File: src/rtl/lights_pwm_driver_pkg.sv
// Shared constants for the LED PWM driver: colour bit mapping, colour codes
// and default PWM/fade parameters.
package lights_pwm_driver_pkg;

  // Colour code bit positions for each LED channel
  localparam int unsigned CH_R = 2;
  localparam int unsigned CH_G = 1;
  localparam int unsigned CH_B = 0;

  // Colour codes from the lights controller
  localparam logic [2:0] COLOUR_OFF     = 3'b000;
  localparam logic [2:0] COLOUR_BLUE    = 3'b001;
  localparam logic [2:0] COLOUR_GREEN   = 3'b010;
  localparam logic [2:0] COLOUR_CYAN    = 3'b011;
  localparam logic [2:0] COLOUR_RED     = 3'b100;
  localparam logic [2:0] COLOUR_MAGENTA = 3'b101;
  localparam logic [2:0] COLOUR_YELLOW  = 3'b110;
  localparam logic [2:0] COLOUR_WHITE   = 3'b111;

  // Default parameter values
  localparam int unsigned PWM_W_DEF     = 8;
  localparam int unsigned MAX_DUTY_DEF  = 255;
  localparam int unsigned FADE_STEP_DEF = 16;

endpackage

File: src/rtl/lights_pwm_driver_pwm_fade_channel.sv
// One LED channel: duty register that fades toward its on/off target once
// per PWM period, plus the registered PWM compare.
// Ports:
//   clk, rst   clock, synchronous active-high reset
//   on         1 = target is MAX_DUTY, 0 = target is 0
//   wrap       high on the last cycle of each PWM period
//   cnt        shared free-running PWM counter
//   enable     0 forces led low
//   led        registered PWM output
//   at_target  combinational duty == target flag
module pwm_fade_channel
  import lights_pwm_driver_pkg::*;
#(
  parameter int unsigned PWM_W     = PWM_W_DEF,
  parameter int unsigned MAX_DUTY  = MAX_DUTY_DEF,
  parameter int unsigned FADE_STEP = FADE_STEP_DEF
) (
  input  logic             clk,
  input  logic             rst,
  input  logic             on,
  input  logic             wrap,
  input  logic [PWM_W-1:0] cnt,
  input  logic             enable,
  output logic             led,
  output logic             at_target
);

  localparam logic [PWM_W-1:0] MAX_D = PWM_W'(MAX_DUTY);
  localparam logic [PWM_W-1:0] STEP  = PWM_W'(FADE_STEP);

  logic [PWM_W-1:0] duty;
  logic [PWM_W-1:0] duty_nxt;
  logic [PWM_W-1:0] target;

  assign target    = on ? MAX_D : '0;
  assign at_target = (duty == target);

  // Saturating step: the distance is compared before adding/subtracting so
  // the sum never leaves 0..MAX_DUTY.
  always_comb begin
    duty_nxt = duty;
    if (wrap) begin
      if (duty < target) begin
        duty_nxt = ((target - duty) <= STEP) ? target : duty + STEP;
      end else if (duty > target) begin
        duty_nxt = ((duty - target) <= STEP) ? target : duty - STEP;
      end
    end
  end

  // Duty and PWM output registers
  always_ff @(posedge clk) begin
    if (rst) begin
      duty <= '0;
      led  <= 1'b0;
    end else begin
      duty <= duty_nxt;
      led  <= enable & (cnt < duty);
    end
  end

endmodule

File: src/rtl/lights_pwm_driver.sv
// LED PWM driver: registers the colour code, runs the shared PWM counter and
// drives three fading PWM channels (red/green/blue).
// Ports:
//   clk, rst       clock, synchronous active-high reset
//   colour[2:0]    colour code, bit2=red, bit1=green, bit0=blue
//   enable         1 = drive LEDs, 0 = force outputs low
//   led_r/g/b      registered PWM outputs
//   settled        registered, 1 when every channel duty equals its target
module lights_pwm_driver
  import lights_pwm_driver_pkg::*;
#(
  parameter int unsigned PWM_W     = PWM_W_DEF,
  parameter int unsigned MAX_DUTY  = MAX_DUTY_DEF,
  parameter int unsigned FADE_STEP = FADE_STEP_DEF
) (
  input  logic       clk,
  input  logic       rst,
  input  logic [2:0] colour,
  input  logic       enable,
  output logic       led_r,
  output logic       led_g,
  output logic       led_b,
  output logic       settled
);

  logic [2:0]       colour_q;
  logic [PWM_W-1:0] cnt;
  logic             wrap;
  logic [2:0]       at_target;
  logic [2:0]       led_v;

  // Last cycle of the PWM period: duties may only change here
  assign wrap = (cnt == {PWM_W{1'b1}});

  // Input register, free-running counter and settled flag
  always_ff @(posedge clk) begin
    if (rst) begin
      colour_q <= 3'b000;
      cnt      <= '0;
      settled  <= 1'b1;
    end else begin
      colour_q <= colour;
      cnt      <= cnt + PWM_W'(1);
      settled  <= &at_target;
    end
  end

  for (genvar i = 0; i < 3; i++) begin : g_ch
    pwm_fade_channel #(
      .PWM_W    (PWM_W),
      .MAX_DUTY (MAX_DUTY),
      .FADE_STEP(FADE_STEP)
    ) u_ch (
      .clk      (clk),
      .rst      (rst),
      .on       (colour_q[i]),
      .wrap     (wrap),
      .cnt      (cnt),
      .enable   (enable),
      .led      (led_v[i]),
      .at_target(at_target[i])
    );
  end

  assign led_r = led_v[CH_R];
  assign led_g = led_v[CH_G];
  assign led_b = led_v[CH_B];

endmodule

File: config.mk
export PLATFORM = sky130hd
export DESIGN_NAME = lights_pwm_driver
export DESIGN_NICKNAME = d
export VERILOG_FILES = /design/src/rtl/lights_pwm_driver_pkg.sv /design/src/rtl/lights_pwm_driver_pwm_fade_channel.sv /design/src/rtl/lights_pwm_driver.sv
export SDC_FILE = /design/constraint.sdc
export NUM_CORES = 1
export LEC_CHECK = 0
export ABC_AREA = 0
export ABC_CLOCK_PERIOD_IN_PS = 4000
export CORE_MARGIN = 5
export CORE_UTILIZATION = 34
export CTS_BUF_LIST = sky130_fd_sc_hd__clkbuf_16
export DETAILED_ROUTE_END_ITERATION = 16
export HOLD_SLACK_MARGIN = 0.03
export PLACE_DENSITY = 0.52
export RECOVER_POWER = 25
export SYNTH_ARGS = -nofsm -noshare
export SYNTH_HDL_FRONTEND = slang
export SYNTH_HIERARCHICAL = 1
export SYNTH_SLANG_ARGS = --single-unit
File: constraint.sdc
create_clock -name clk -period 4 [get_ports clk]
set_input_delay 0.8 -clock clk [delete_from_list [all_inputs] [get_ports clk]]
set_output_delay 0.8 -clock clk [all_outputs]
set_load 0.005 [all_outputs]
==> results.sh <==
export IMPL_final_setup_worst_slack_ns=0.725
export IMPL_grt_max_degree=18
export IMPL_ratio_of_routed_vias_to_standard_cells=5.65
export IMPL_worst_endpoint_arrival_ns=3.43
export IMPL_layout_fillers=1183
export IMPL_comb_power_share_pct=37.5
export IMPL_globalplace_congestion=0.813
export IMPL_cp_data_required_time_ns=4.16
export IMPL_die_height_um=117
export IMPL_syn_area_um2=3860
export IMPL_core_um2=11300
export IMPL_die_area_um2=13600
export IMPL_slew_viol_final=0
export IMPL_first_pass_iters=5
export IMPL_min_from="cnt[0]"
export IMPL_areaGrowthSynthToFinish_pct=9.69
export IMPL_clock_path_buffers=2
export IMPL_synth_top_cells_by_area="sky130_fd_sc_hd__ha_1 (19%), sky130_fd_sc_hd__dfxtp_1 (16%), sky130_fd_sc_hd__nor2_1 (5.2%)"
export IMPL_critPathMaxFanout=13
export IMPL_power_leakage_nw=1.67
export IMPL_outcome="finished, final reports clean"
export IMPL_drt_initial_drc_count=176
export IMPL_drc=0
export IMPL_antenna_violating_nets_remaining=0
export IMPL_main_synth_ff_type="sky130_fd_sc_hd__dfxtp_1"
export IMPL_groute_usage_overall_pct=15.0
export IMPL_grt_first_pass_wirelength_um=16900
export IMPL_p_per_area_nw_per_um2=290
export IMPL_p_sw_w=0.000420
export IMPL_yosysWarnings=6
export IMPL_min_delay_worst_endpoint="cnt[0]"
export IMPL_criticalPathCategory="reg2reg"
export IMPL_cts_buffers_inserted=5
export IMPL_p_int_w=0.000810
export IMPL_initial_core_utilization_pct=34.2
export IMPL_grt_pass1_vias=3454
export IMPL_worstPathCellList="inv_1 > ha_1 > and4b_4 > or3_1 > a211o_1 > a2111o_1 > nor2_2 > nor2_1 > a221o_1"
export IMPL_timing_hold_violations_final=0
export IMPL_r2r_cells=9
export IMPL_post_route_period_util_pct=81.9
export IMPL_clk_root_buffer_cell="sky130_fd_sc_hd__clkbuf_16"
export IMPL_synth_seq_area_share_pct=15.6
export IMPL_share_clk_of_total_power_pct=34.9
export IMPL_synthCells=514
export IMPL_fp_row_count=39
export IMPL_clock_latency_ns=0.27
export IMPL_grt_overflow_total=0
export IMPL_p_sw_share_pct=34.2
export IMPL_slew_limit_headroom_pct=58.5
export IMPL_post_cts_hold_buffer_count=0
export IMPL_whs_path_depth=1
export IMPL_hold_path_class="reg2reg"
export IMPL_synth_xor_xnor_area_share_pct=3.40
export IMPL_p_seq_share_pct=27.6
export IMPL_cts_resized_gates=0
export IMPL_crit_path_end_kind="flip-flop"
export IMPL_max_slew_worst_pin_slew_ns=0.621
export IMPL_maxCapViolations=0
export IMPL_place_detailed_instances=650
export IMPL_synth_edff_count=0
export IMPL_post_synth_mux_area_share_pct=0.778
export IMPL_reg2reg_setup_slack_ns=0.72
export IMPL_synth_area_per_cell_um2=7.51
export IMPL_instances_no_fill=658
export IMPL_yosys_area_top_type_share_pct=18.8
export IMPL_crit_family="compound AO/OA/AOI/OAI gates"
export IMPL_vias=3720
export IMPL_avgRoutedWirePerCell_um=14.9
export IMPL_cts_sinks=30
export IMPL_portBuffers=9
export IMPL_fin_util_pct=37.6
export IMPL_crit_path_top_delay_cell="sky130_fd_sc_hd__dfxtp_1"
export IMPL_htree_num_levels=2
export IMPL_nets=581
export IMPL_ys_seq_elements=30
export IMPL_max_stage_delay_ns=0.56
export IMPL_final_setup_skew_ns=0.00526
export IMPL_insertedDiodeCount=0
export IMPL_cp_num_buf_inv=1
export IMPL_combinational_family_with_the_most_area_after_synthesis="simple AND/OR/NAND/NOR gates"
export IMPL_timing_fmax_mhz=305
export IMPL_cts_reportedPaths_clkPinSlew_ns=0.06
export IMPL_totalWireLength_um=9830
export IMPL_net_count_after_synthesis=581
export IMPL_postcts_setup_bufs=0
export IMPL_min_period_ns=3.28
export IMPL_asyncSetResetFlopFracSynth_pct=0
export IMPL_irDropWorstVdd_mv=0.268
export IMPL_dp_slack_ns=0.744
export IMPL_yosys_cell_types_count=44
export IMPL_setup_worst_path_start_class="flip-flop"
export IMPL_post_synth_adder_cell_area_pct=20.4
export IMPL_detailedPlacementHpwl_um=7480
export IMPL_synthSimpleGateAreaFrac_pct=27.3
export IMPL_hold_slack_ns=0.505
export IMPL_r2r_start="colour_q[0]"
export IMPL_unrepaired_setup_endpoints_after_global_routing="no"
export IMPL_tns_ns=0
export IMPL_synthesized_area_fraction_occupied_by_ao_oa_aoi_and_oai_cells_pct=26.9
export IMPL_report_final_setup_viol=0
export IMPL_critical_register_to_register_path_endpoint="g_ch[0].u_ch/duty[7]"
export IMPL_clock_tree_from_tritoncts="done"
export IMPL_antenna_found_initial=0
export IMPL_post_route_cells_drive_above_1_share_pct=6.02
export IMPL_floorplan_die_width_um=117
export IMPL_floorplan_io_pins=10
export IMPL_synthDominantAreaCellType="sky130_fd_sc_hd__ha_1"
==> power groups by stage <==
stage	logic (W)	registers, W	clock network [W]
after global placement	0.000450	0.000346	0
after floorplan	0.000356	0.000338	0
after global routing	0.000518	0.000342	0.000459
after CTS	0.000464	0.000340	0.000442
final	0.000461	0.000339	0.000429
after detailed placement	0.000460	0.000346	0
==> registers in the layout (all words and copies together) (netlist names) <==
signal and flops:
settled 1, cnt 8, colour_q 3, g_ch.u_ch/led 3
g_ch.u_ch/duty 15
==> cell usage in the layout, fill, tap and decap left out, drive strengths merged, types with 9 or more instances in the layout <==
master   count
nand3b       9
xnor2       13
nor3        18
nor2        56
a21o        12
o21ai       24
nor4         9
a31oi       15
nor2b       10
inv         33
a211oi       9
a21oi       33
o2bb2ai      9
dfxtp       30
nand2       41
nand3       13
o211ai      12
a211o        9
ha          58
==> logic make-up after synthesis <==
kind of cell	Yosys count
buffers and inverters	55
AO/OA/AOI/OAI	151
AND/OR/NAND/NOR	199
multiplexers	3
adder cells (fa/ha/maj)	61
XOR/XNOR	15
flip-flops	30
==> how the worst max path moves through the flow <==
| stage | from | endpoint | slack, ns | cells past startpoint |
|---|---|---|---|---|
| floorplan | colour_q[0] | g_ch[0].u_ch/duty[7] | 1.13 | 9 |
| global placement | colour_q[0] | g_ch[0].u_ch/duty[7] | 0.82 | 9 |
| detailed placement | colour_q[0] | g_ch[0].u_ch/duty[7] | 0.74 | 9 |
| CTS | colour_q[0] | g_ch[0].u_ch/duty[7] | 0.73 | 9 |
| global route | colour_q[2] | g_ch[2].u_ch/duty[7] | 0.51 | 9 |
| finish | colour_q[0] | g_ch[0].u_ch/duty[7] | 0.72 | 9 |
==> cell usage after synthesis, drive strengths merged (12+ instances only) <==
| master | instances |
|---|---|
| a21o | 12 |
| a21oi | 33 |
| a31oi | 15 |
| buf | 12 |
| dfxtp | 30 |
| ha | 58 |
| inv | 33 |
| nand2 | 41 |
| nand3 | 13 |
| nor2 | 56 |
| nor3 | 18 |
| o211ai | 12 |
| o21ai | 24 |
| xnor2 | 13 |
==> worst register-to-register path, cell delays in order (launching register included) <==
cell and delay [ns]:
sky130_fd_sc_hd__dfxtp_1 0.56, sky130_fd_sc_hd__inv_1 0.28, sky130_fd_sc_hd__ha_1 0.51, sky130_fd_sc_hd__and4b_4 0.26, sky130_fd_sc_hd__or3_1 0.30, sky130_fd_sc_hd__a211o_1 0.26
sky130_fd_sc_hd__a2111o_1 0.51, sky130_fd_sc_hd__nor2_2 0.15, sky130_fd_sc_hd__nor2_1 0.05, sky130_fd_sc_hd__a221o_1 0.28
==> final cells by class <==
class	count	area (um2)	share of cell area, %
inverter	33	124	2.93
sequential	30	601	14.2
tap	143	179	4.23
clock buffer	5	125	2.96
clock inverter	3	40.0	0.946
multi-input combinational	429	3040	71.7
timing repair buffer	15	128	3.01
==> stage by stage <==
step / power (W) / cell area (um2)
floorplan: 0.000693 / 3860
CTS: 0.00125 / 4240
global placement: 0.000796 / 4080
finish: 0.00123 / 4230
detailed placement: 0.000806 / 4080
global route: 0.00132 / 4230
==> metal layers <==
metal | track usage [%] | part of all wire (%) | vias to the layer above
met5 | 0 | 0 | -
met4 | 2.83 | 0.58 | 0
met3 | 1.87 | 2.7 | 5
met2 | 25.0 | 47 | 63
met1 | 20.9 | 50 | 1746
li1 | - | - | 1906
Power figures use the tool's default switching activity.
